`src/rtl/mux_arbiter_pkg.sv`:
```
// -----------------------------------------------------------------------------
// mux_arbiter_pkg
// Shared types for the two-input round-robin arbiter.
//   state_t : output stage state (EMPTY = nothing held, FULL = out holds a word)
//   grant_t : requester index (GRANT_A = 0, GRANT_B = 1); also the encoding
//             of out_sel and of the mux select line.
//   pick_grant : chooses the winner among the valid requesters.
// Optional feature macro used by the top: MUX_ARBITER_STATS_EN.
// -----------------------------------------------------------------------------
package mux_arbiter_pkg;

    typedef enum logic {
        EMPTY = 1'b0,
        FULL  = 1'b1
    } state_t;

    typedef enum logic {
        GRANT_A = 1'b0,
        GRANT_B = 1'b1
    } grant_t;

    // Single requester wins outright; on contention the requester that did
    // NOT win last time gets the grant. Result is only meaningful when at
    // least one requester is valid.
    function automatic grant_t pick_grant(
        input logic   a_valid,
        input logic   b_valid,
        input grant_t last
    );
        grant_t g;
        if (a_valid && b_valid) begin
            g = (last == GRANT_A) ? GRANT_B : GRANT_A;
        end else if (b_valid) begin
            g = GRANT_B;
        end else begin
            g = GRANT_A;
        end
        return g;
    endfunction

endpackage

```
`src/rtl/mux_arbiter_mux.sv`:
```
// -----------------------------------------------------------------------------
// mux_arbiter_mux
// Purely combinational 2:1 data multiplexer used as the arbiter datapath.
// Ports:
//   a, b : WIDTH-bit data inputs
//   sel  : 0 selects a, 1 selects b (same encoding as grant_t)
//   y    : WIDTH-bit selected data
// -----------------------------------------------------------------------------
module mux_arbiter_mux #(
    parameter int WIDTH = 8
) (
    input  logic [WIDTH-1:0] a,
    input  logic [WIDTH-1:0] b,
    input  logic             sel,
    output logic [WIDTH-1:0] y
);

    always_comb begin
        y = a;
        if (sel) begin
            y = b;
        end
    end

endmodule

```
`src/rtl/mux_arbiter.sv`:
```
// -----------------------------------------------------------------------------
// mux_arbiter
// Two-requester round-robin arbiter with a single registered output stage.
// A word is accepted from the winning requester whenever the output stage is
// empty or is being drained in the same cycle, giving one word per cycle
// throughput with 1-cycle latency.
//
// Ports:
//   clk                    : sole clock, rising edge
//   rst                    : synchronous active-high reset
//   in_a, in_b             : requester data (WIDTH)
//   in_a_valid, in_b_valid : requester offers data
//   in_a_ready, in_b_ready : requester's word is taken this cycle (comb.)
//   out                    : registered winning data (WIDTH)
//   out_valid              : out holds a word
//   out_ready              : consumer takes out this cycle
//   out_sel                : source of out, 0 = A, 1 = B
//   grant_cnt_a/_b         : saturating grant counters (CNT_W), only present
//                            when MUX_ARBITER_STATS_EN is defined
//
// Configuration macro: MUX_ARBITER_STATS_EN
// -----------------------------------------------------------------------------
module mux_arbiter
    import mux_arbiter_pkg::*;
#(
    parameter int WIDTH = 8,
    parameter int CNT_W = 16
) (
    input  logic             clk,
    input  logic             rst,
    input  logic [WIDTH-1:0] in_a,
    input  logic             in_a_valid,
    output logic             in_a_ready,
    input  logic [WIDTH-1:0] in_b,
    input  logic             in_b_valid,
    output logic             in_b_ready,
    output logic [WIDTH-1:0] out,
    output logic             out_valid,
    input  logic             out_ready,
`ifdef MUX_ARBITER_STATS_EN
    output logic             out_sel,
    output logic [CNT_W-1:0] grant_cnt_a,
    output logic [CNT_W-1:0] grant_cnt_b
`else
    output logic             out_sel
`endif
);

    state_t           state_reg, state_next;
    logic [WIDTH-1:0] out_reg, out_next;
    grant_t           sel_reg, sel_next;
    grant_t           last_grant_reg, last_grant_next;

    grant_t           grant;
    logic             load;
    logic [WIDTH-1:0] mux_y;

    // Current-cycle winner; drives the datapath select directly so the
    // captured word and the reported out_sel always agree.
    assign grant = pick_grant(in_a_valid, in_b_valid, last_grant_reg);

    mux_arbiter_mux #(
        .WIDTH (WIDTH)
    ) u_mux (
        .a   (in_a),
        .b   (in_b),
        .sel (grant),
        .y   (mux_y)
    );

    // Accept a word only if the output register is free now or is being
    // drained this cycle. Reset suppresses acceptance so no requester sees
    // a handshake for a word that the reset is about to discard.
    assign load = (in_a_valid || in_b_valid)
               && ((state_reg == EMPTY) || out_ready)
               && !rst;

    always_comb begin
        in_a_ready = 1'b0;
        in_b_ready = 1'b0;
        if (load) begin
            in_a_ready = (grant == GRANT_A);
            in_b_ready = (grant == GRANT_B);
        end
    end

    always_comb begin
        state_next      = state_reg;
        out_next        = out_reg;
        sel_next        = sel_reg;
        last_grant_next = last_grant_reg;

        case (state_reg)
            EMPTY: begin
                if (load) begin
                    state_next = FULL;
                end
            end
            FULL: begin
                if (load) begin
                    state_next = FULL;
                end else if (out_ready) begin
                    state_next = EMPTY;
                end
            end
            default: state_next = EMPTY;
        endcase

        if (load) begin
            out_next        = mux_y;
            sel_next        = grant;
            last_grant_next = grant;
        end
    end

    always_ff @(posedge clk) begin
        if (rst) begin
            state_reg      <= EMPTY;
            out_reg        <= '0;
            sel_reg        <= GRANT_A;
            // Recording B as the last winner makes A win the first contention.
            last_grant_reg <= GRANT_B;
        end else begin
            state_reg      <= state_next;
            out_reg        <= out_next;
            sel_reg        <= sel_next;
            last_grant_reg <= last_grant_next;
        end
    end

    assign out       = out_reg;
    assign out_valid = (state_reg == FULL);
    assign out_sel   = sel_reg;

`ifdef MUX_ARBITER_STATS_EN
    // One saturating counter per requester; index gi matches grant_t.
    logic [CNT_W-1:0] cnt_reg  [2];
    logic [CNT_W-1:0] cnt_next [2];

    for (genvar gi = 0; gi < 2; gi++) begin : g_cnt
        always_comb begin
            cnt_next[gi] = cnt_reg[gi];
            if (load && (grant == grant_t'(gi)) && (cnt_reg[gi] != {CNT_W{1'b1}})) begin
                cnt_next[gi] = cnt_reg[gi] + 1'b1;
            end
        end

        always_ff @(posedge clk) begin
            if (rst) begin
                cnt_reg[gi] <= '0;
            end else begin
                cnt_reg[gi] <= cnt_next[gi];
            end
        end
    end

    assign grant_cnt_a = cnt_reg[0];
    assign grant_cnt_b = cnt_reg[1];
`endif

endmodule

```
`config.mk`:
```
export PLATFORM = sky130hd
export DESIGN_NAME = mux_arbiter
export DESIGN_NICKNAME = d
export VERILOG_FILES = /design/src/rtl/mux_arbiter_pkg.sv /design/src/rtl/mux_arbiter_mux.sv /design/src/rtl/mux_arbiter.sv
export SDC_FILE = /design/constraint.sdc
export NUM_CORES = 1
export LEC_CHECK = 0
export BUFFER_PORTS_ARGS = -buffer_cell sky130_fd_sc_hd__buf_2
export CORE_AREA = 2 2 39 41
export DETAILED_ROUTE_END_ITERATION = 10
export DIE_AREA = 0 0 41 43
export PLACE_DENSITY = 0.84
export SKIP_LAST_GASP = 1
export SLEW_MARGIN = 20
export SYNTH_ARGS = -nofsm -noshare
export SYNTH_HDL_FRONTEND = slang
export SYNTH_SLANG_ARGS = --single-unit
```
`constraint.sdc`:
```
create_clock -name clk -period 2.05 [get_ports clk]
set_clock_uncertainty 0.2 [all_clocks]
set_input_delay 0.205 -clock clk [delete_from_list [all_inputs] [get_ports clk]]
set_output_delay 0.205 -clock clk [all_outputs]
set_load 0.01 [all_outputs]
```
; ---- Word level (Yosys, flattened, before mapping)
; Index checks and enable logic that the tools add are counted.
[classes]
reduce_logical = 6
n_bitwise = 2
mux = 10
[op_table]
columns = cell, count
row1 = $mux 1, 8
row2 = $mux 8, 1
row3 = $logic_and 1x1->1, 3
row4 = $logic_or 1x1->1, 2
row5 = $not 1->1, 2
row6 = $pmux 1 s2, 1
row7 = $logic_not 1->1, 1
[word_totals]
input_bits = 21
word_cells = 22
reg_bits = 11

; ---- Depth between registers and ports, before layout
[depth]
ltp_word = 6
ltp_mapped = 4
mapped_depth_nobuf = 3

; ---- By module
; From an unflattened synthesis, not the netlist that was laid out.
[hier_totals]
cells_unflattened = 57
hier_area_um2 = 564.3
[modules_own_cells]
columns = module, seq_area_each_um2, instances, area_per_inst_um2, cells_each
row1 = mux_arbiter, 220.2, 1, 432.9, 48
row2 = mux_arbiter_mux, 0.0, 1, 131.4, 9

; ---- Least setup slack after synthesis
; OpenSTA, ideal clock, no wires.
[synth_timing]
path_type = flip-flop to output port
from = register state_reg, in the netlist out_valid
to = output port in_b_ready
setup_slack_ns = 0.661
path_buffers = 0
path_stages_with_launch = 4
arrival_ns = 0.984
required_time_ns = 1.645
cell_sequence = dfxtp_1 nor2b_1 nor3_4 and2_2
[synth_between]
elab_chain_len = 5
[synth_rtl]
columns = element, line
row1 = "start, declared", mux_arbiter.sv:49  ; state_t state_reg, state_next;
row2 = "start signal, assigned", mux_arbiter.sv:124  ; state_reg <= state_next;
row3 = $not 1->1, --
row4 = $logic_or 1x1->1, mux_arbiter.sv:75  ; && ((state_reg == EMPTY) || out_ready)
row5 = $logic_and 1x1->1, mux_arbiter.sv:75
row6 = $logic_and 1x1->1, mux_arbiter.sv:76  ; && !rst;
row7 = $mux 1, mux_arbiter.sv:81  ; if (load) begin
row8 = "end, declared", mux_arbiter.sv:36  ; output logic in_b_ready,
; Every way passes these cells.

; ---- Worst setup path in the final report
; Same ends and word-level chain as after synthesis.

==> summary.md <==
| Metric | Value |
|---|---|
| Via count | `523` |
| Synth Warn # | `0` |
| Largest net degree at the start of global routing | `14` |
| Syn Inst Count | `54` |
| Number of flip-flops in the largest register | `8` |
| WHS Path Cells | `3` |
| First-pass GRT wire length | `about 1.8 mm` |
| Pre-CTS setup slack | `a little over 0.5 ns` |
| DR DRC count | `0` |
| Avg Inst Size Synth | `roughly 10 um2` |
| Layout cells sized above 1 | `approximately 44%` |
| CP Launch Type | `register` |
| DIE HEIGHT | `about 43 um` |
| Slew @ Worst Pin | `between 0.4 and 0.5 ns` |
| Status | `finished clean` |
| Fillers | `between 100 and 150` |
| Syn_nets | `between 70 and 80` |
| Post-Syn Area | `between 500 and 600 um2` |
| Layout area overhead | `31.43%` |
| Final setup fails | `0` |
| Synthesized flop and latch total | `11` |
| Setup TNS | `0 ns` |
| H-tree level count | `1` |
| Synth area leader | `dfxtp_1` |
| Core footprint | `roughly 1400 um2` |
| CTS Buffer Depth | `2` |
| Relative slew margins | `a little under three quarters` |
| Mux cell area share after synthesis | `14.58%` |
| Peak supply drop | `approximately 0.32 mV` |
| Tcrit/Tclk final | `around 90%` |
| Power per Cell Area | `695.5 nW/um2` |
| Min-delay worst type | `input port to register` |
| WL/cell | `between 10 and 15 um` |
| Synth Area in Simple Gates | `about 11%` |
| Worst Path Arrival | `1.44 ns` |
| CTS Buf Count | `3` |
| Clock Latency Late Sink | `approximately 0.27 ns` |
| Initial core utilization | `39.69%` |
| Avg Vias per Cell | `between 5 and 6` |
| Leakage | `~0.34 nW` |
| Crit. End Element | `primary output` |
| # rows | `14` |
| Clock slew at reported path FFs | `approximately 0.070 ns` |
| Vias in the first global route | `~460` |
| CP Max Fanout | `8` |
| Drt total wl | `1.203 mm` |
| Routability Congestion | `0.7391` |
| Post-cts sizing count | `0` |
| Area fraction of the dominant cell type after synthesis | `approximately 40%` |
| FF/Latch Area | `between 200 and 250 um2` |
| Main combinational cell family by area after synthesis | `compound AO/OA/AOI/OAI gates` |
| Post-synthesis compound-gate area fraction | `approximately 27%` |
| Initial antenna violation count | `0` |
| FF-to-FF path depth | `3` |
| Port bufs | `32` |
| Xor/xnor share of the synthesized area | `0%` |
| Post-route setup slack | `a little over 0.2 ns` |
| Die width | `slightly above 40 um` |
| Setup bufs post-CTS | `0` |
| Area of the multi-input gates | `just under 300 um2` |
| Post-synthesis sequential area ratio | `between 40% and 50%` |
| Starting DRT DRC Count | `1` |
| Nets | `between 100 and 150` |
| GRT Util Overall | `approximately 14%` |
| Setup CP Type | `register to primary output` |
| DP HPWL | `~900 um` |
| Hold slack | `just over 0.07 ns` |
| Max-cap violations | `0` |
| Final hold violation count | `0` |
| Final worst path period need | `roughly 1.8 ns` |
| # IOs | `33` |
| CTS tree | `done` |
| Yosys cell types | `20` |
| RSZ-0062 raised after global routing | `no` |
| CTS root buf | `clkbuf_4` |
| Pins Over Slew Limit | `0` |
| Gr ovfl total | `0` |
| Post-CTS Hold Buffers | `0` |
| Max Freq | `roughly 540 MHz` |
| WP data required | `approximately 1.6 ns` |
| Number of diodes | `0` |
| Clock sinks | `11` |
| Die area | `~1800 um2` |
| Synth Area in Adders | `0%` |
| TritonRoute pass-1 iters | `3` |
| Post-route ant nets | `0` |
| Ranking of synthesized cells by area | `dfxtp_1 40%, mux2i_1 15%, a211oi_1 9.6%, a31oi_1 8.0%, buf_12 3.6%` |
logic make-up after synthesis:
group                  Yosys count
buffers and inverters            5
DFF                             11
muxes                            8
AOI/OAI and AO/OA               21
and+or+nand+nor                  9
layout make-up:
class                   instances  share of cell area, %
flip-flops and latches         11                  30.50
repair buffers                 32                  22.18
multi-input cells              38                  40.38
clock buffers                   4                  3.640
well taps                      16                  2.773
inverters                       1                 0.5199
synth_stat cells:
cell,count
dfxtp_1,11
mux2i_1,8
a211oi_1,7
a31oi_1,7
a21oi_1,3
buf_2,2
nand3_1,2
o21ai_0,2
a21boi_4,1
a311oi_1,1
and2_2,1
buf_12,1
clkbuf_1,1
inv_1,1
nand2b_1,1
nor2_1,1
nor2b_1,1
nor3_4,1
nor4_1,1
or2_1,1
where the power goes:
group / switching [mW] / total [mW] / leakage, nW / internal, mW
sequential: 0.00940 / 0.241 / 0.0913 / 0.232
combinational: 0.0603 / 0.115 / 0.230 / 0.0550
clock: 0.0704 / 0.146 / 0.0150 / 0.0753
total: 0.140 / 0.502 / 0.337 / 0.362
cells in the final DEF, fill, tap and decap left out, drive strengths merged:
| cell type | synthesis | final |
|---|---|---|
| buf | 3 | 32 |
| dfxtp | 11 | 11 |
| mux2i | 8 | 8 |
| a31oi | 7 | 7 |
| a211oi | 7 | 7 |
| clkbuf | 1 | 4 |
| a21oi | 3 | 3 |
| o21ai | 2 | 2 |
| nand3 | 2 | 2 |
| nor2b | 1 | 1 |
| nor2 | 1 | 1 |
| nor3 | 1 | 1 |
| a21boi | 1 | 1 |
| and2 | 1 | 1 |
| nor4 | 1 | 1 |
| inv | 1 | 1 |
| nand2b | 1 | 1 |
| or2 | 1 | 1 |
| a311oi | 1 | 1 |
layer usage:
| layer | global-route usage [%] | part of all wire, % | routed length, um |
|---|---|---|---|
| met5 | 0 | 0 | 0 |
| met4 | 6.000 | 0.83 | 10 |
| met3 | 1.571 | 6.8 | 82 |
| met2 | 22.50 | 46 | 558 |
| met1 | 18.77 | 46 | 552 |
final timing paths:
kind,from,endpoint,slack [ns]
worst max-delay path,out_valid,in_b_ready,0.21
worst min-delay path,in_a[7],out[7],0.07
worst max register to register,last_grant_reg,out[2],0.63
worst min register to register,out_sel,out_sel,0.29
per-stage QoR:
stage	std cells	util (%)	instance area, um2	power (mW)
3_3_place_gp	98	50.27	695.7	0.3595
3_5_place_dp	98	50.27	695.7	0.3622
2_1_floorplan	54	-	549.3	0.3215
6_report	102	52.17	721.9	0.5021
4_1_cts	102	52.17	721.9	0.5033
5_1_grt	102	52.17	721.9	0.5239
critical path, cell delays in order (launching register included):
cell	delay [ns]
dfxtp_1	0.32
nor2b_1	0.18
nor3_4	0.34
and2_2	0.21
buf_2	0.12
Note: power is estimated with default switching activity, not from simulation.
